$ cat src/rtl/qupls4_rd_alloc.sv
// Destination register allocator: circular free list of physical registers.
// Hands out up to two pregs per decode group, takes back up to two at commit,
// and supports a single branch checkpoint of the free-list head.
module qupls4_rd_alloc #(
  parameter int unsigned NPREG = 64,
  parameter int unsigned NINIT = 32
) (
  input  logic                         clk,
  input  logic                         rst_n,
  input  logic                         in_valid,
  input  logic [1:0]                   in_need,
  output logic                         in_ready,
  output logic [$clog2(NPREG)-1:0]     alloc_preg0,
  output logic [$clog2(NPREG)-1:0]     alloc_preg1,
  input  logic [1:0]                   free_valid,
  input  logic [$clog2(NPREG)-1:0]     free_preg0,
  input  logic [$clog2(NPREG)-1:0]     free_preg1,
  input  logic                         ckpt_save,
  input  logic                         ckpt_restore,
  output logic [$clog2(NPREG):0]       free_count,
  output logic                         err
);

  localparam int unsigned PW = $clog2(NPREG);
  localparam int unsigned CW = PW + 1;

  logic [PW-1:0] list_q [NPREG];
  logic [PW-1:0] head_q, head_d;
  logic [PW-1:0] tail_q, tail_d;
  logic [PW-1:0] ckpt_q, ckpt_d;
  logic [CW-1:0] count_q, count_d;
  logic          err_q, err_d;

  logic [1:0]    need;
  logic          fire;
  logic [PW-1:0] head_p1;

  logic          wr0_en, wr1_en;
  logic [PW-1:0] wr0_idx, wr1_idx;
  logic [PW-1:0] wr0_data, wr1_data;

  // Pointer increment with wrap at NPREG (works for non power-of-two sizes).
  function automatic logic [PW-1:0] ptr_add(input logic [PW-1:0] p, input logic [1:0] n);
    logic [CW-1:0] s;
    s = CW'(p) + CW'(n);
    if (s >= CW'(NPREG)) s = s - CW'(NPREG);
    return PW'(s);
  endfunction

  // Group acceptance and combinational allocation results.
  always_comb begin
    need     = {1'b0, in_need[0]} + {1'b0, in_need[1]};
    in_ready = (count_q >= CW'(need)) & ~ckpt_restore;
    fire     = in_valid & in_ready;
    head_p1  = ptr_add(head_q, 2'd1);
    alloc_preg0 = '0;
    alloc_preg1 = '0;
    case (in_need)
      2'b11: begin
        alloc_preg0 = list_q[head_q];
        alloc_preg1 = list_q[head_p1];
      end
      2'b01: alloc_preg0 = list_q[head_q];
      2'b10: alloc_preg1 = list_q[head_q];
      default: ;
    endcase
  end

  // Next-state: head/tail/count/checkpoint/error and free-list writes.
  always_comb begin
    logic [CW-1:0] running;
    logic [CW-1:0] diff;
    wr0_en   = 1'b0;
    wr1_en   = 1'b0;
    wr0_idx  = '0;
    wr1_idx  = '0;
    wr0_data = '0;
    wr1_data = '0;
    err_d    = err_q;
    tail_d   = tail_q;
    head_d   = head_q;
    ckpt_d   = ckpt_q;
    diff     = '0;
    running  = count_q - (fire ? CW'(need) : CW'(0));

    if (fire) head_d = ptr_add(head_q, need);

    // Appends in port order; zero register is dropped, overflow is dropped and flagged.
    if (free_valid[0] && (free_preg0 != '0)) begin
      if (running >= CW'(NPREG - 1)) begin
        err_d = 1'b1;
      end else begin
        wr0_en   = 1'b1;
        wr0_idx  = tail_d;
        wr0_data = free_preg0;
        tail_d   = ptr_add(tail_d, 2'd1);
        running  = running + CW'(1);
      end
    end
    if (free_valid[1] && (free_preg1 != '0)) begin
      if (running >= CW'(NPREG - 1)) begin
        err_d = 1'b1;
      end else begin
        wr1_en   = 1'b1;
        wr1_idx  = tail_d;
        wr1_data = free_preg1;
        tail_d   = ptr_add(tail_d, 2'd1);
        running  = running + CW'(1);
      end
    end
    count_d = running;

    if (ckpt_save) ckpt_d = head_d;

    // Restore wins over save; count is rebuilt from the distance tail_next - ckpt.
    if (ckpt_restore) begin
      head_d = ckpt_q;
      ckpt_d = ckpt_q;
      if (tail_d >= ckpt_q) diff = CW'(tail_d) - CW'(ckpt_q);
      else                  diff = CW'(tail_d) + CW'(NPREG) - CW'(ckpt_q);
      if ((diff == '0) && (count_q != '0)) count_d = CW'(NPREG);
      else                                 count_d = diff;
    end
  end

  // Pointer, count, checkpoint and error registers.
  always_ff @(posedge clk) begin
    if (!rst_n) begin
      head_q  <= '0;
      tail_q  <= PW'(NPREG - NINIT);
      count_q <= CW'(NPREG - NINIT);
      ckpt_q  <= '0;
      err_q   <= 1'b0;
    end else begin
      head_q  <= head_d;
      tail_q  <= tail_d;
      count_q <= count_d;
      ckpt_q  <= ckpt_d;
      err_q   <= err_d;
    end
  end

  // Free-list storage; reset preloads the registers not architecturally mapped.
  always_ff @(posedge clk) begin
    if (!rst_n) begin
      for (int unsigned i = 0; i < NPREG; i++)
        list_q[i] <= (i < NPREG - NINIT) ? PW'(NINIT + i) : '0;
    end else begin
      if (wr0_en) list_q[wr0_idx] <= wr0_data;
      if (wr1_en) list_q[wr1_idx] <= wr1_data;
    end
  end

  assign free_count = count_q;
  assign err        = err_q;

endmodule

$ cat config.mk
export PLATFORM = sky130hd
export DESIGN_NAME = qupls4_rd_alloc
export DESIGN_NICKNAME = d
export VERILOG_FILES = /design/src/rtl/qupls4_rd_alloc.sv
export SDC_FILE = /design/constraint.sdc
export NUM_CORES = 1
export LEC_CHECK = 0
export BUFFER_PORTS_ARGS = -buffer_cell sky130_fd_sc_hd__clkbuf_2
export CAP_MARGIN = 10
export CELL_PAD_IN_SITES_DETAIL_PLACEMENT = 1
export CELL_PAD_IN_SITES_GLOBAL_PLACEMENT = 1
export CORE_UTILIZATION = 30
export DETAILED_ROUTE_END_ITERATION = 12
export GPL_TIMING_DRIVEN = 1
export PLACE_DENSITY_LB_ADDON = 0.25
export SYNTH_ARGS = -nofsm -noshare
export SYNTH_HDL_FRONTEND = slang
export SYNTH_SLANG_ARGS = --single-unit
$ cat constraint.sdc
create_clock -name clk -period 12.8 [get_ports clk]
set_clock_uncertainty 0.2 [all_clocks]
set_input_delay 1.28 -clock clk [delete_from_list [all_inputs] [get_ports clk]]
set_output_delay 1.28 -clock clk [all_outputs]
set_load 0.05 [all_outputs]
==> impl_metrics.env, run 1 <==
export IMPL_outcome="finished, final reports clean"
export IMPL_fmax_mhz=108.8
export IMPL_crit_required_ns=12.88
export IMPL_synth_common_cells="mux2i_1, edfxtp_1, nand2_1"
export IMPL_clk_pin_slew_worst_paths_ns=0.06
export IMPL_power_internal_mw=2.616
export IMPL_use_met1_pct=32.32
export IMPL_p_leak_nw=10.63
export IMPL_rrSetupSlack_ns=4.24
export IMPL_cts_resized=0
export IMPL_ys_async_sr_fraction_pct=0
export IMPL_grt_use_met2_pct=37.38
export IMPL_synth_edff_count=384
export IMPL_cts_tree="built"
export IMPL_via_per_inst=5.930
export IMPL_start_kind="primary input"
export IMPL_clk_latency_ns=0.60
export IMPL_crit_fanout=29
export IMPL_drive_gt1_share_pct=21.67
export IMPL_clock_path_buffers=3
export IMPL_relSlewSlack_pct=20.98
export IMPL_ctsHtreeMaxLevel=2
export IMPL_areaGrowthSynthToFinish_pct=10.99
export IMPL_met3_usage_pct=2.943
export IMPL_switching_share_pct=32.88
export IMPL_slew_viol_final=0
export IMPL_finalCriticalPeriod_ns=9.189
export IMPL_p_total_mw=3.897
export IMPL_pwr_share_comb_pct=23.9
export IMPL_reg2reg_depth=24
export IMPL_clock_power_share_pct=35.7
export IMPL_gp_congestion=0.8549
export IMPL_post_cts_buffers=0
export IMPL_max_stage_delay_ns=1.01
export IMPL_grt_use_total_pct=23.11
export IMPL_yosys_area_share_simple_pct=13.83
export IMPL_cp_startpoint="in_need[0]"
export IMPL_first_iter_violations=2250
export IMPL_die_w_um=306.7
export IMPL_crit_type="primary input to flop"
export IMPL_synth_cells=2270
export IMPL_io_buffer_count=41
export IMPL_fin_nets=2252
export IMPL_power_switching_mw=1.282
export IMPL_crit_arrival_ns=9.26
export IMPL_synth_adder_area_share_pct=1.204
export IMPL_synth_compound_area_share_pct=2.713
export IMPL_ys_seq_elements=410
export IMPL_vdd_drop_max_mv=0.08260
export IMPL_rsz0062_at_grt="no"
export IMPL_vias=20680
export IMPL_synth_cell_types=71
export IMPL_powerDensity_nw_per_um2=126.1
export IMPL_grt_pass1_wl_um=157600
export IMPL_hold_viol_final=0
export IMPL_root_buffer="clkbuf_16"
export IMPL_synthTopCellsByArea="edfxtp_1, mux4_2, mux2i_1"
export IMPL_synthFlopType="edfxtp_1"
export IMPL_grt_pass1_vias=21020
export IMPL_cp_common_cell="ha_1"
export IMPL_fin_setup_tns_ns=0
export IMPL_yosysSeqAreaShare_pct=43.27
export IMPL_cts_hold_buf=0
export IMPL_maxCapViolations=0
export IMPL_hpwl_um=74200
export IMPL_hold_path_class="flop to flop"
export IMPL_rows=111
export IMPL_route_detailed_drc=0
export IMPL_avgSynthCellArea_um2=12.27
export IMPL_synth_top_family_by_area="multiplexers"
export IMPL_cpMaxStageDelayCell="nor4_1"
export IMPL_synth_top_area_share_pct=41.40
export IMPL_grt_antenna_before_repair=1
export IMPL_final_cell_area_um2=30910
export IMPL_syn_nets=2316
export IMPL_grt_max_degree=71
export IMPL_synthMuxAreaShare_pct=34.67
export IMPL_first_pass_iters=7
export IMPL_wl_um=109900
export IMPL_r2r_start="free_count[3]"
export IMPL_core_area_um2=91800
export IMPL_netlist_area_um2=27850
export IMPL_numCtsBuffers=48
export IMPL_dieArea_um2=94060
export IMPL_worst_pin_slew_ns=1.185
export IMPL_setup_viol=0
export IMPL_crit_path_end_kind="flop"
export IMPL_die_y_um=306.7
export IMPL_dpl_cell_area_um2=29390
export IMPL_yosysTopAreaCell="edfxtp_1"
export IMPL_yosys_warnings=0
export IMPL_wl_per_cell_um=31.50
export IMPL_whs_ns=0.3009
export IMPL_seqPwrFrac_pct=40.4
export IMPL_io_pins=42
export IMPL_cts_sinks=410
export IMPL_synth_xor_area_share_pct=0.9704
export IMPL_top_usage_layer="met2"
export IMPL_yosysMostFrequentCell="mux2i_1"
export IMPL_start_util_pct=30.34
export IMPL_detail_route_antenna_nets=0
export IMPL_overflow=0
export IMPL_post_route_period_util_pct=71.79
export IMPL_endpoint="list_q[12][5]"
export IMPL_rr_endpoint="list_q[12][5]"
-- how the worst min path moves through the flow --
stage / startpoint / endpoint / slack [ns] / cells past startpoint
finish: err / err / 0.30 / 1
global placement: err / err / 0.30 / 1
CTS: err / err / 0.31 / 1
global route: err / err / 0.32 / 1
floorplan: ckpt_q[1] / head_q[1] / 0.26 / 2
detailed placement: err / err / 0.29 / 1
-- metal layers --
| layer | up-vias | routed length (um) |
|---|---|---|
| li1 | 8581 | - |
| met1 | 11070 | 47450 |
| met2 | 879 | 51720 |
| met3 | 150 | 7452 |
| met4 | 0 | 3234 |
| met5 | - | 0 |
-- layout by cell type (no fill, tap or decap), drive strengths merged, types with 19 or more instances in the layout --
cell type and n:
a21oi 20, and2 30, and3 23, buf 60
clkbuf 105, dfxtp 26, edfxtp 384, ha 22
inv 23, mux2i 401, mux4 246, nand2 328
nand3 78, nand4 19, nor2 178, nor3 27
or3 37
-- flip-flops by register name, indices dropped and copies added, names as in the netlist --
signal      cells
list_q        384
free_count      7
ckpt_q          6
head_q          6
tail_q          6
err             1
-- critical path: cells and delay by family --
| family | cells | cell delay [ns] |
|---|---|---|
| and+or+nand+nor | 10 | 3.68 |
| AOI/OAI and AO/OA | 8 | 1.61 |
| adders and majority gates | 6 | 1.72 |
| buffers and inverters | 5 | 0.98 |
-- per-stage QoR --
| stage | util [%] | instances | setup slack [ns] |
|---|---|---|---|
| finish | 33.67 | 3487 | 3.611 |
| global route | 33.67 | 3486 | 3.137 |
| CTS | 33.67 | 3486 | 3.673 |
| detailed placement | 32.02 | 3399 | 3.052 |
| global placement | 32.02 | 3399 | 3.302 |
| floorplan | - | 2270 | 3.304 |
-- final cells by class --
cell class / instances / area (um2)
fillers: 9777 / 60890
inverters: 23 / 86.33
multi-input cells: 1622 / 15040
repair buffers: 101 / 655.6
clock inverters: 23 / 246.5
diodes: 1 / 2.502
flip-flops and latches: 410 / 12060
well taps: 1243 / 1555
clock buffers: 64 / 1271
-- power by group through the flow --
stage	sequential (mW)	combinational [mW]	clock, mW
6_report	1.57	0.932	1.39
5_1_grt	1.58	0.973	1.45
4_1_cts	1.57	0.925	1.41
3_5_place_dp	1.60	0.918	0
3_3_place_gp	1.60	0.912	0
2_1_floorplan	1.59	0.575	0
-- cells by family (layout without fill, tap and decap cells) --
group,count (synthesis),in the layout
xor gates and xnor gates,30,30
and+or+nand+nor,805,805
adders and majority gates,25,25
buffers and inverters,238,211
other,0,1
AOI/OAI and AO/OA,106,106
muxes,656,656
DFF,410,410
(Power assumes the default switching activity.)
==> inputs of run 2 (changes only) <==
--- a/config.mk
+++ b/config.mk
@@ -5,6 +5,7 @@
 export SDC_FILE = /design/constraint.sdc
 export NUM_CORES = 1
 export LEC_CHECK = 0
+export ABC_AREA = 1
 export BUFFER_PORTS_ARGS = -buffer_cell sky130_fd_sc_hd__clkbuf_2
 export CAP_MARGIN = 10
 export CELL_PAD_IN_SITES_DETAIL_PLACEMENT = 1
==> constraint.sdc (replaced) <==
create_clock -name clk -period 8.3 [get_ports clk]
set_clock_uncertainty 0.2 [all_clocks]
set_input_delay 0.83 -clock clk [delete_from_list [all_inputs] [get_ports clk]]
set_output_delay 0.83 -clock clk [all_outputs]
set_load 0.05 [all_outputs]
==> impl_metrics.env, run 2 <==
export IMPL_outcome="finished, final reports clean"
export IMPL_cts_sinks=410
export IMPL_maxCapViolations=0
export IMPL_hpwl_um=94150
export IMPL_relSlewSlack_pct=13.78
export IMPL_ys_seq_elements=410
export IMPL_dp_cells=5472
export IMPL_fmax_mhz=140.7
export IMPL_numCtsBuffers=52
export IMPL_p_leak_nw=12.67
export IMPL_slew_viol_final=0
export IMPL_yosys_warnings=0
export IMPL_wl_um=144200
export IMPL_layout_setup_ws_ns=1.194
export IMPL_final_cell_mix="nand2_1, nand3_1, nor2_1"
export IMPL_first_iter_violations=2955
export IMPL_yosysMostFrequentCell="nand2_1"
export IMPL_p_total_mw=6.174
export IMPL_use_met1_pct=37.08
export IMPL_powerDensity_nw_per_um2=184.1
export IMPL_detail_route_antenna_nets=0
export IMPL_ctsHtreeMaxLevel=2
export IMPL_synthTopCellsByArea="edfxtp_1, nand2_1, nand3_1"
export IMPL_hold_viol_final=0
export IMPL_ys_async_sr_fraction_pct=0
export IMPL_crit_fanout=38
export IMPL_cts_tree="built"
export IMPL_max_stage_delay_ns=0.79
export IMPL_worst_pin_slew_ns=1.290
export IMPL_areaGrowthSynthToFinish_pct=10.14
export IMPL_die_w_um=320.6
export IMPL_start_util_pct=30.37
export IMPL_num_fill_cells=12380
export IMPL_crit_required_ns=8.42
export IMPL_grt_max_degree=142
export IMPL_netlist_area_um2=30460
export IMPL_first_pass_iters=5
export IMPL_fin_setup_tns_ns=0
export IMPL_root_buffer="clkbuf_16"
export IMPL_grt_use_total_pct=27.60
export IMPL_place_ws_ns=0.5362
export IMPL_overflow=0
export IMPL_io_buffer_count=41
export IMPL_crit_type="primary input to flop"
export IMPL_wl_per_cell_um=25.88
export IMPL_rows=116
export IMPL_syn_nets=4368
export IMPL_top_usage_layer="met2"
export IMPL_via_per_inst=5.676
export IMPL_start_kind="primary input"
export IMPL_grt_pass1_vias=31100
export IMPL_io_pins=42
export IMPL_gp_congestion=0.8946
export IMPL_top_register="list_q"
export IMPL_largest_reg_flops=384
export IMPL_yosysSeqAreaShare_pct=39.57
export IMPL_cpMaxStageDelayCell="inv_2"
export IMPL_final_cell_area_um2=33540
export IMPL_drive_gt1_share_pct=7.241
export IMPL_synth_common_cells="nand2_1, nand3_1, nor2_1"
export IMPL_post_cts_buffers=0
export IMPL_layout_commonest_cell="nand2_1"
export IMPL_met3_usage_pct=4.433
export IMPL_synth_cells=4322
export IMPL_grt_antenna_before_repair=2
export IMPL_synthFlopType="edfxtp_1"
export IMPL_clk_latency_ns=0.64
export IMPL_yosysTopAreaCell="edfxtp_1"
export IMPL_die_y_um=320.6
export IMPL_synth_edff_count=384
export IMPL_vias=31610
export IMPL_layoutNonFillerInstCount=5570
export IMPL_setup_viol=0
export IMPL_route_detailed_drc=0
export IMPL_avgSynthCellArea_um2=7.047
export IMPL_vdd_drop_max_mv=0.1483
export IMPL_dpl_cell_area_um2=31870
export IMPL_hold_path_class="primary input to flop"
export IMPL_rsz0062_at_grt="no"
export IMPL_grt_pass1_wl_um=210600
export IMPL_clock_path_buffers=3
export IMPL_dieArea_um2=102800
export IMPL_cts_hold_buf=0
export IMPL_fin_nets=4215
export IMPL_cts_resized=0
export IMPL_grt_use_met2_pct=44.25
export IMPL_core_area_um2=100300
export IMPL_clk_pin_slew_worst_paths_ns=0.06
export IMPL_synth_cell_types=50
export IMPL_post_route_period_util_pct=85.61
export IMPL_crit_arrival_ns=7.22
export IMPL_crit_path_end_kind="flop"
export IMPL_finalCriticalPeriod_ns=7.106
export IMPL_synth_top_area_share_pct=37.86
-- run 2: cell types whose count changed in the layout (fill, tap and decap cells not counted), moves of 256 or more --
cell / delta
inv_1: +256
o21ai_0: +420
nand3_1: +437
nand2_1: +794
mux2i_1: -401
nor2_1: +292
-- run 2: critical path: cells and delay by family --
family / cells / cell delay, ns
xor+xnor: 1 / 0.46
fa+ha+maj: 5 / 1.27
compound gates: 2 / 0.28
buf+inv: 8 / 1.74
simple gates: 13 / 2.60
-- run 2: cells by family after synthesis --
family	count (synthesis)	share of synthesized area (%)
compound gates	1033	19.91
xor+xnor	21	0.7148
fa+ha+maj	25	1.101
buf+inv	645	8.512
flops	410	39.57
simple gates	2188	30.19
-- run 2: path summary, 6_finish.rpt --
path                  from  slack (ns)       endpoint  depth (start not counted)
max             in_need[0]        1.19  list_q[16][2]                         29
min              ckpt_save        0.25      ckpt_q[2]                          3
max reg2reg  free_count[0]        1.45  list_q[45][1]                         30
min reg2reg      ckpt_q[2]        0.27      ckpt_q[2]                          2
-- run 2: final cells by class --
cell class              count  area [um2]  area share [%]
flip-flops and latches    410       12060           35.95
diodes                      1       2.502        0.007460
well taps                1357        1698           5.062
clock buffers              66        1415           4.219
inverters                 304        1149           3.424
clock inverters            31       259.0          0.7721
multi-input cells        3267       15960           47.58
repair buffers            134        1003           2.991
-- run 2: metrics by stage --
stage / hold WS (ns) / utilization, %
2_1_floorplan: 0.2453 / -
3_3_place_gp: 0.2570 / 31.78
3_5_place_dp: 0.2589 / 31.78
4_1_cts: 0.2272 / 33.44
5_1_grt: 0.2624 / 33.44
6_report: 0.2516 / 33.45
-- run 2: report_power, final --
part / leakage [nW] / internal, mW / switching [mW] / total, mW
logic: 8.05 / 0.324 / 1.14 / 1.46
registers: 3.79 / 2.33 / 0.0564 / 2.38
clock network: 0.834 / 1.32 / 1.01 / 2.33
-- run 2: metal layers --
metal,share of wire (%),wire [um]
met1,43,61830
met5,0.024,34
met3,7.8,11290
met4,3.8,5407
met2,46,65600
